## src/rtl/nexys_video_basic_io_pkg.sv

```systemverilog
// nexys_video_basic_io_pkg: register map, sequencer states and AXI response codes for the basic I/O poller
package nexys_video_basic_io_pkg;
  localparam logic [7:0] REG_LED = 8'h00;
  localparam logic [7:0] REG_SW = 8'h08;
  localparam logic [7:0] REG_BTN = 8'h10;
  localparam logic [1:0] RESP_OKAY = 2'b00;
  localparam logic [1:0] RESP_EXOKAY = 2'b01;
  localparam logic [1:0] RESP_SLVERR = 2'b10;
  localparam logic [1:0] RESP_DECERR = 2'b11;
  typedef enum logic [2:0] {IDLE, SW_AR, SW_R, BTN_AR, BTN_R, LED_W, LED_B} state_t;
  function automatic logic [7:0] led_pattern(input logic [7:0] sw, input logic [4:0] btn);
    return sw ^ {3'b000, btn};
  endfunction
endpackage

```

## src/rtl/nexys_video_poll_timer.sv

```systemverilog
// nexys_video_poll_timer: down-counter that reloads while idle and pulses expire after CYCLES running cycles
module nexys_video_poll_timer #(
  parameter int CYCLES = 1000
) (
  input  logic clk,
  input  logic rst,
  input  logic run,
  output logic expire
);
  localparam int W = $clog2(CYCLES + 1);
  logic [W-1:0] count;
  assign expire = run && count == W'(1);
  always_ff @(posedge clk or posedge rst)
    if (rst) count <= W'(CYCLES);
    else count <= (run && !expire) ? count - 1'b1 : W'(CYCLES);
endmodule

```

## src/rtl/nexys_video_basic_io_sequencer.sv

```systemverilog
// nexys_video_basic_io_sequencer: AXI-Lite poller reading switches/buttons and writing their XOR to the LEDs;
// NEXYS_VIDEO_BASIC_IO_SEQ_ERR_CNT_EN adds a saturating error-response counter on o_err_cnt
module nexys_video_basic_io_sequencer
  import nexys_video_basic_io_pkg::*;
#(
  parameter int AXI_ID_WIDTH = 1,
  parameter int AXI_ADDR_WIDTH = 64,
  parameter int AXI_DATA_WIDTH = 64,
  parameter int AXI_STRB_WIDTH = AXI_DATA_WIDTH / 8,
  parameter int AXI_RESP_WIDTH = 2,
  parameter logic [AXI_ADDR_WIDTH-1:0] BASE_ADDR = '0,
  parameter int POLL_CYCLES = 1000
) (
  input  logic                      aclk,
  input  logic                      areset,
  input  logic                      i_enable,
  input  logic                      i_err_clr,
  output logic                      o_awvalid,
  input  logic                      i_awready,
  output logic [AXI_ID_WIDTH-1:0]   o_awid,
  output logic [AXI_ADDR_WIDTH-1:0] o_awaddr,
  output logic [2:0]                o_awprot,
  output logic                      o_wvalid,
  input  logic                      i_wready,
  output logic [AXI_DATA_WIDTH-1:0] o_wdata,
  output logic [AXI_STRB_WIDTH-1:0] o_wstrb,
  input  logic                      i_bvalid,
  output logic                      o_bready,
  input  logic [AXI_ID_WIDTH-1:0]   i_bid,
  input  logic [AXI_RESP_WIDTH-1:0] i_bresp,
  output logic                      o_arvalid,
  input  logic                      i_arready,
  output logic [AXI_ID_WIDTH-1:0]   o_arid,
  output logic [AXI_ADDR_WIDTH-1:0] o_araddr,
  output logic [2:0]                o_arprot,
  input  logic                      i_rvalid,
  output logic                      o_rready,
  input  logic [AXI_ID_WIDTH-1:0]   i_rid,
  input  logic [AXI_DATA_WIDTH-1:0] i_rdata,
  input  logic [AXI_RESP_WIDTH-1:0] i_rresp,
  output logic                      o_busy,
  output logic                      o_poll_done,
  output logic [7:0]                o_switches,
  output logic [4:0]                o_buttons,
  output logic                      o_err
`ifdef NEXYS_VIDEO_BASIC_IO_SEQ_ERR_CNT_EN
  ,
  output logic [7:0]                o_err_cnt
`endif
);
  state_t state, state_nxt;
  logic expire, aw_done, w_done;
  logic aw_hs, w_hs, ar_hs, r_hs, b_hs, err_event;
  logic unused;
  assign unused = ^{i_bid, i_rid, i_rdata[AXI_DATA_WIDTH-1:8]};
  nexys_video_poll_timer #(.CYCLES(POLL_CYCLES)) u_timer (
    .clk(aclk),
    .rst(areset),
    .run(state == IDLE && i_enable),
    .expire(expire)
  );
  assign o_arvalid = state == SW_AR || state == BTN_AR;
  assign o_araddr = BASE_ADDR + AXI_ADDR_WIDTH'(state == BTN_AR ? REG_BTN : REG_SW);
  assign o_arid = '0;
  assign o_arprot = 3'b000;
  assign o_rready = state == SW_R || state == BTN_R;
  assign o_awvalid = state == LED_W && !aw_done;
  assign o_awaddr = BASE_ADDR + AXI_ADDR_WIDTH'(REG_LED);
  assign o_awid = '0;
  assign o_awprot = 3'b000;
  assign o_wvalid = state == LED_W && !w_done;
  assign o_wdata = {{(AXI_DATA_WIDTH - 8){1'b0}}, led_pattern(o_switches, o_buttons)};
  assign o_wstrb = '1;
  assign o_bready = state == LED_B;
  assign o_busy = state != IDLE;
  assign aw_hs = o_awvalid && i_awready;
  assign w_hs = o_wvalid && i_wready;
  assign ar_hs = o_arvalid && i_arready;
  assign r_hs = o_rready && i_rvalid;
  assign b_hs = o_bready && i_bvalid;
  assign o_poll_done = b_hs;
  assign err_event = (r_hs && i_rresp != AXI_RESP_WIDTH'(RESP_OKAY)) ||
                     (b_hs && i_bresp != AXI_RESP_WIDTH'(RESP_OKAY));
  always_comb begin
    state_nxt = state;
    case (state)
      IDLE:    state_nxt = expire ? SW_AR : IDLE;
      SW_AR:   state_nxt = ar_hs ? SW_R : SW_AR;
      SW_R:    state_nxt = r_hs ? BTN_AR : SW_R;
      BTN_AR:  state_nxt = ar_hs ? BTN_R : BTN_AR;
      BTN_R:   state_nxt = r_hs ? LED_W : BTN_R;
      LED_W:   state_nxt = (aw_done || aw_hs) && (w_done || w_hs) ? LED_B : LED_W;
      LED_B:   state_nxt = b_hs ? IDLE : LED_B;
      default: state_nxt = IDLE;
    endcase
  end
  always_ff @(posedge aclk or posedge areset)
    if (areset) state <= IDLE;
    else state <= state_nxt;
  // done flags only live inside LED_W so the next write starts with both channels pending
  always_ff @(posedge aclk or posedge areset)
    if (areset) begin
      aw_done <= 1'b0;
      w_done <= 1'b0;
    end else begin
      aw_done <= state_nxt == LED_W && (aw_done || aw_hs);
      w_done <= state_nxt == LED_W && (w_done || w_hs);
    end
  always_ff @(posedge aclk or posedge areset)
    if (areset) begin
      o_switches <= '0;
      o_buttons <= '0;
    end else begin
      if (r_hs && state == SW_R) o_switches <= i_rdata[7:0];
      if (r_hs && state == BTN_R) o_buttons <= i_rdata[4:0];
    end
  always_ff @(posedge aclk or posedge areset)
    if (areset) o_err <= 1'b0;
    else if (err_event) o_err <= 1'b1;
    else if (i_err_clr) o_err <= 1'b0;
`ifdef NEXYS_VIDEO_BASIC_IO_SEQ_ERR_CNT_EN
  always_ff @(posedge aclk or posedge areset)
    if (areset) o_err_cnt <= '0;
    else if (err_event) o_err_cnt <= o_err_cnt == 8'hFF ? o_err_cnt : o_err_cnt + 8'd1;
    else if (i_err_clr) o_err_cnt <= '0;
`endif
endmodule
```

## config.mk

```make
export PLATFORM = sky130hd
export DESIGN_NAME = nexys_video_basic_io_sequencer
export DESIGN_NICKNAME = d
export VERILOG_FILES = /design/src/rtl/nexys_video_basic_io_pkg.sv /design/src/rtl/nexys_video_poll_timer.sv /design/src/rtl/nexys_video_basic_io_sequencer.sv
export SDC_FILE = /design/constraint.sdc
export NUM_CORES = 1
export LEC_CHECK = 0
export CORE_AREA = 2 2 119 121
export CTS_CLUSTER_DIAMETER = 120
export DETAILED_ROUTE_END_ITERATION = 10
export DIE_AREA = 0 0 121 123
export PLACE_DENSITY = 0.76
export SYNTH_ARGS = -nofsm -noshare
export SYNTH_HDL_FRONTEND = slang
export SYNTH_SLANG_ARGS = --single-unit
```

## constraint.sdc

```tcl
create_clock -name aclk -period 2.24 [get_ports aclk]
set_input_delay 0.448 -clock aclk [delete_from_list [all_inputs] [get_ports aclk]]
set_output_delay 0.448 -clock aclk [all_outputs]
set_load 0.005 [all_outputs]
```

# After elaboration in Yosys (flattened, before gate mapping)
# Index checks and enable logic that the tools add are counted.
# op_classes
multipliers	0
bitwise_logic	1
n_div	0
n_shift	0
mux	12
eq_ne	8
reduce_logical	30
addsub	1
n_lt_le_gt_ge	0
# op_table
cell	count
$pmux W3 S7	1
$logic_and A1 B1 Y1	17
$eq A3 B3 Y1 const B	4
$eq A10 B1 Y1 const B	1
$mux W10	1
$sub A10 B1 Y10 const B	1
$xor A8 B5 Y8	1
$eq A3 B2 Y1 const B	2
$mux W3	2
$reduce_bool A2 Y1	3
$logic_or A1 B1 Y1	5
$mux W1	5
$mux W5	1
$mux W2	2
$eq A3 B1 Y1 const B	1
$logic_not A1 Y1	3
$logic_not A3 Y1	1
$reduce_bool A3 Y1	1
# word_totals
output_inout_bits	229
latch_bits	0
ff_bits	29
mem_bits_ro	0
memories	0
inputBits	79
ramBits	0
wordCells	59

# Logic depth before layout (Yosys ltp)
# Gate-level depths: netlist of run 1.
# depth
ltp_word	9
depth_mapped	6
depth_no_buf	6

# Hierarchy
# From an unflattened synthesis of run 1, not the netlist that was laid out.
# hier_totals
cells_unflattened	348
hier_area_um2	3109.2
# by_module_without_submodules
module	instances	area_each_um2	seq_area_each_um2	cells_per_inst
nexys_video_basic_io_sequencer	1	2521.2	475.5	288
nexys_video_poll_timer	1	588.1	257.7	60

# Worst setup path before layout of run 1
# OpenSTA, ideal clock, no wires.
# synth_timing
path_type	register to register
start	register u_timer.count[1]
end	register u_timer.count[2]
required_time_ps	2121
n_path_buf	0
arrival_time_ps	1528
synth_period_minus_slack_ps	1646
setup_time_ps	119
stages_incl_launch_ff	7
setup_slack_ps	594
path_cell_list	dfrtp_1 -> inv_1 -> ha_1 -> or4b_2 -> nor3_1 -> or2_2 -> nor2_1
# synth_via
elab_chain_cells	5
elab_cells_between_ends	6
classes_between	add/sub: 1; eq/ne: 1; mux: 1; reduce/logical: 3
# synth_rtl
item	line	source
from (decl)	nexys_video_poll_timer.sv:11	logic [W-1:0] count;
from (signal assigned)	nexys_video_poll_timer.sv:14	if (rst) count <= W'(CYCLES);
from (signal assigned)	nexys_video_poll_timer.sv:15	else count <= (run && !expire) ? count - 1'b1 : W'(CYCLES);
parallel branches: the longest is 4 deep, another holds $sub A10 B1 Y10	n/a	
$mux W10 (*)	nexys_video_poll_timer.sv:15	
# Every way passes the cells marked *.
# A chain may end at the register's enable or synchronous reset.

# Worst setup path in the final report of run 1
# layout_timing
start	register state[0]
end	output o_poll_done
# layout_via
elab_chain_cells	2
# layout_rtl
item	line	source
from (decl)	nexys_video_basic_io_sequencer.sv:51	state_t state, state_nxt;
from (signal assigned)	nexys_video_basic_io_sequencer.sv:99	else state <= state_nxt;
$eq A3 B3 Y1	nexys_video_basic_io_sequencer.sv:74	assign o_bready = state == LED_B;
$logic_and A1 B1 Y1	nexys_video_basic_io_sequencer.sv:80	assign b_hs = o_bready && i_bvalid;
to (decl)	nexys_video_basic_io_sequencer.sv:42	output logic o_poll_done,
# Every way passes these cells.

==> metrics.cfg, run 1 <==
[run_status]
outcome=finished clean

[timing]
setup_violations=0
fin_tns_setup_ps=0
period_minus_slack_ps=2133
drv_slew=0
fmax_mhz=468.9
rsz0062_at_grt=no
finalCritPeriodShare=0.9521
finalHoldViolCount=0
worst_clock_skew_ps=9.900

[synthesis]
syn_area_mm2=0.002994
ys_types=39
synth_flop_cell=dfrtp_1
synth_top_area_cell=buf_4
synth_most_common_cell=buf_4
synth_area_leaders=buf_4, dfrtp_1, dfstp_2
synthTopCellsByCount=buf_4, dfrtp_1, mux2_2, nor2_1, nand2_1
syn_area_per_cell_um2=8.858
synth_edf_count=0
ys_async_sr_fraction=1.000
syn_inst=338
yosysTopAreaCellShare=0.5040
yosysWarnings=0
synth_seq_cells=29
synth_seq_area_share=0.2449

[finish]
drive_gt1_frac=0.1046
antenna_cells=0
fillerInstances=1519
syn_to_final_growth_pct=5.057
nets=472
final_cells=572

[cts]
root_buffer=clkbuf_16
clk_path_buf_depth=2
cts_made_buffers=5
numClockSinks=29
path_clk_slew_ps=50
htreeDepth=2
cts_tree=yes
clk_latency_ps=270
cts_setup_buffers=0
ctsResizeCount=2
hold_buffers=0

[floorplanning]
row_count=43
die_y_um=123
die_area_mm2=0.01488
fp.coreArea_mm2=0.01361
die_x_um=121
start_util=0.2200
pin_count=308

[detailed_routing]
drc_errors=0
post_drt_wl_per_cell_um=8.016
first_pass_iters=4
via_count=1673
drtAntennaViolNets=0
routed_via_density=2.925
first_iter_violations=65
finalWirelength_mm=4.585

[place]
gp_congestion=0.7213
hpwl_mm=3.763
port_buffers=51
post-place-cells=564

[worst_setup_path]
worst_path_largest_cell_delay_ps=510
crit_chain=and3b_1 > and2_1 > clkdlybuf4s50_1
crit_family=flip-flops
cp_data_required_time_ps=1790
critical_path_arrival_ps=1680
worst-setup-path-type=flop to output port
cp_slowest_cell=dfrtp_2
worst-path-buf-inv=1
cp_max_fo=16
end_kind=output port
crit_path_start_kind=flop

[pwr]
power_leakage_uw=0.001545
p_switching_uw=1013
swShare=0.3207
intPower_uw=2145
power_density_mw_per_mm2=1004
clock_power_share=0.252
power_uw=3158
pwr-share-comb=0.439
peakVddDrop_uv=208.0
p_seq_frac=0.308

[grt]
grt_usage=0.05535
global_route.usage.met2=0.09410
grt_first_pass_wirelength_mm=6.216
grt_pass1_vias=1191
busiest_layer=met2
grt_overflow_total=0
met3_usage=0.01983
grt_use_met1=0.06262
grt_max_degree=30
antenna_found_initial=0

[job]
drv_cap=0

[min_path]
hold_path_class=flop to flop

==> worst paths after layout <==
kind / from / endpoint / slack [ps] / depth (start not counted)
max in group asynchronous: areset / u_timer.count[5]$_DFF_PP1_ / 1370 / 3
worst max-delay path: state[0]$_DFF_PP0_ / o_poll_done / 110 / 3
min in group asynchronous: areset / o_switches[6]$_DFFE_PP0P_ / 540 / 3
worst max register to register: state[2]$_DFF_PP0_ / aw_done$_DFF_PP0_ / 400 / 5
worst min register to register: u_timer.count[0]$_DFF_PP0_ / u_timer.count[0]$_DFF_PP0_ / 490 / 1
worst min-delay path: u_timer.count[0]$_DFF_PP0_ / u_timer.count[0]$_DFF_PP0_ / 490 / 1
==> registers in the layout (all words and copies together) (netlist names) <==
register and flops:
u_timer.count 10, o_switches 8, state 3, aw_done 1, o_buttons 5, w_done 1, o_err 1
==> placed cells by master (no fill, tap or decap), types with 2 or more instances in the layout <==
| cell type | instances |
|---|---|
| o221ai_1 | 2 |
| a21oi_1 | 3 |
| conb_1 | 198 |
| and3b_1 | 2 |
| nand2b_1 | 2 |
| mux2_2 | 13 |
| clkdlybuf4s50_1 | 51 |
| dfrtp_2 | 3 |
| buf_4 | 4 |
| or4_1 | 3 |
| nor3_1 | 5 |
| inv_1 | 7 |
| dfstp_2 | 6 |
| nor2b_1 | 3 |
| nor2_1 | 10 |
| xor2_1 | 7 |
| o31ai_1 | 2 |
| o21ai_0 | 7 |
| clkbuf_16 | 5 |
| ha_1 | 2 |
| dfrtp_1 | 20 |
| xnor2_1 | 5 |
| nand2_1 | 9 |
| nand3_1 | 4 |
==> per-layer routing <==
layer	share of wire	up-vias
met4	0.010	0
met1	0.35	752
met2	0.51	130
met3	0.12	4
li1	-	787
met5	0	-
==> power by group through the flow <==
stage               clock, uW  combinational (uW)  sequential [uW]
CTS                       828                1400              975
global route              855                1550             1020
finish                    796                1390              974
detailed placement          0                1400              980
floorplan                   0                1010              894
global placement            0                1370              969
==> metrics by stage <==
step	hold slack [ps]	cell area, um^2	worst slack, ps	util
after floorplan	463.3	3730	593.6	-
after global placement	487.7	2963	202.5	0.2177
after detailed placement	489.4	2963	192.0	0.2177
after CTS	497.2	3142	11.41	0.2308
after global routing	508.7	3146	45.07	0.2311
final	492.6	3146	107.2	0.2311
==> logic make-up (layout without fill, tap and decap cells) <==
kind of cell	after synthesis	after routing	synth area share
flip-flops	29	29	0.2449
adder cells (fa/ha/maj)	2	2	0.008356
other	2	198	0.002508
buffers and inverters	212	70	0.5207
AO/OA/AOI/OAI	19	19	0.04095
AND/OR/NAND/NOR	49	49	0.09862
multiplexers	13	13	0.04889
XOR/XNOR	12	12	0.03510
==> worst register-to-register path: cells and delay by family, from the launching register on <==
family                 cells  cell delay (ps)
DFF                        1              500
and+or+nand+nor            3              950
AOI/OAI and AO/OA          1              120
buffers and inverters      1              190
==> area by class of cell <==
class / instances / area [um^2] / share of cell area
sequential: 29 / 737.0 / 0.2343
tap: 180 / 225.2 / 0.07160
inverter: 7 / 26.28 / 0.008353
clock buffer: 6 / 138.9 / 0.04415
timing repair buffer: 55 / 540.5 / 0.1718
multi-input combinational: 293 / 1440 / 0.4578
clock inverter: 2 / 37.54 / 0.01193
Note: power is estimated with default switching activity, not from simulation.
==> inputs of run 2 (changes only) <==
TNS_END_PERCENT = 20   (was unset)
==> results of run 2 <==
The final DEF is identical to that of run 1; final timing and power are the same.
==> patch (settings of run 1) <==
Re-encode `state_t` (7 states) as one-hot, 7 bits wide.
--- a/src/rtl/nexys_video_basic_io_pkg.sv
+++ b/src/rtl/nexys_video_basic_io_pkg.sv
@@ -9,3 +9,3 @@
   localparam logic [1:0] RESP_DECERR = 2'b11;
-  typedef enum logic [2:0] {IDLE, SW_AR, SW_R, BTN_AR, BTN_R, LED_W, LED_B} state_t;
+  typedef enum logic [6:0] {IDLE = 7'b0000001, SW_AR = 7'b0000010, SW_R = 7'b0000100, BTN_AR = 7'b0001000, BTN_R = 7'b0010000, LED_W = 7'b0100000, LED_B = 7'b1000000} state_t;
   function automatic logic [7:0] led_pattern(input logic [7:0] sw, input logic [4:0] btn);
Function: no difference found for any inputs over 10 cycles, from zero or initial values and one cycle with areset high; not proved beyond that.
==> patch against run 1 <==
The run now ends with negative setup slack left. Sequential cell count grew 4. Synthesized area increased by 8.7%. Design area rose by 13%. Worst hold slack gained 27 ps. Worst setup slack lost 140 ps. Wire length increased by 29%. Critical path type unchanged.
Power is not compared: it rests on default switching activity, and its combinational part moved more than twofold at a synthesized area within 25%.
==> patch: results (changes against run 1) <==
outcome: finished, violations left (was finished clean)
failing checks: negative setup slack
post-CTS sizing: 31 (was 2)
Crit Path Max Fanout: 2 (was 16)
XOR/XNOR Fraction of Synth Area: 4.04% (was 3.51%)
post-CTS setup buffer count: 9 (was 0)
Reg area: 835 um2 (was 737 um2)
Post-Place Cell Area: 3290 um2 (was 2960 um2)
fraction of area in non-clock buffers: 21.3% (was 17.2%)
Final WS setup: -27.9 ps (was 107 ps)
met2 routed wirelength: 3050 um (was 2360 um)
final setup violation count: 2 (was 0)
Area contributors post-synth: buf_4, dfrtp_1, dfstp_2 (unchanged)
vias in the first global route: 1556 (was 1191)
Synth Area in Adders: 0.769% (was 0.836%)
seq_cells: 33 (was 29)
Top Registers: u_timer.count (10), o_switches (8), state (7) (was u_timer.count (10), o_switches (8), o_buttons (5))
M1 WL: 2100 um (was 1610 um)
Fill cells: 1509 (was 1519)
count of multi-input gates: 303 (was 293)
M3 GR Usage: 2.26% (was 1.98%)
largest net degree at the start of global routing: 34 (was 30)
sequential share of the synthesized area: 25.7% (was 24.5%)
Yosys cell types: 43 (was 39)
hpwl dp: 4750 um (was 3760 um)
Final nets: 517 (was 472)
patch: metrics by stage:
step	instances	total power, uW	util [%]
global placement	595	825	24.2
finish	617	1470	26.2
detailed placement	595	829	24.2
CTS	612	1490	25.8
global route	617	1570	26.2
floorplan	552	1020	-
patch: how the worst max path moves through the flow:
stage | end | slack [ps] | cells after the start
6_report | o_busy | -30 | 6
5_1_grt | o_busy | -120 | 6
4_1_cts | o_busy | -120 | 6
3_5_place_dp | o_araddr[4] | -170 | 3
3_3_place_gp | o_araddr[4] | -150 | 3
2_1_floorplan | o_araddr[3] | 330 | 4
patch: worst reg2reg max path, delay by kind of cell (launching register included):
| kind | cells | cell delay [ps] |
|---|---|---|
| and+or+nand+nor | 4 | 1060 |
| DFF | 1 | 380 |
| buffers and inverters | 5 | 570 |
patch: power groups by stage:
stage	clock network (uW)	registers (uW)	logic (uW)
global placement	0	644	181
detailed placement	0	645	183
finish	645	636	190
CTS	671	636	184
global route	709	638	227
floorplan	0	641	379
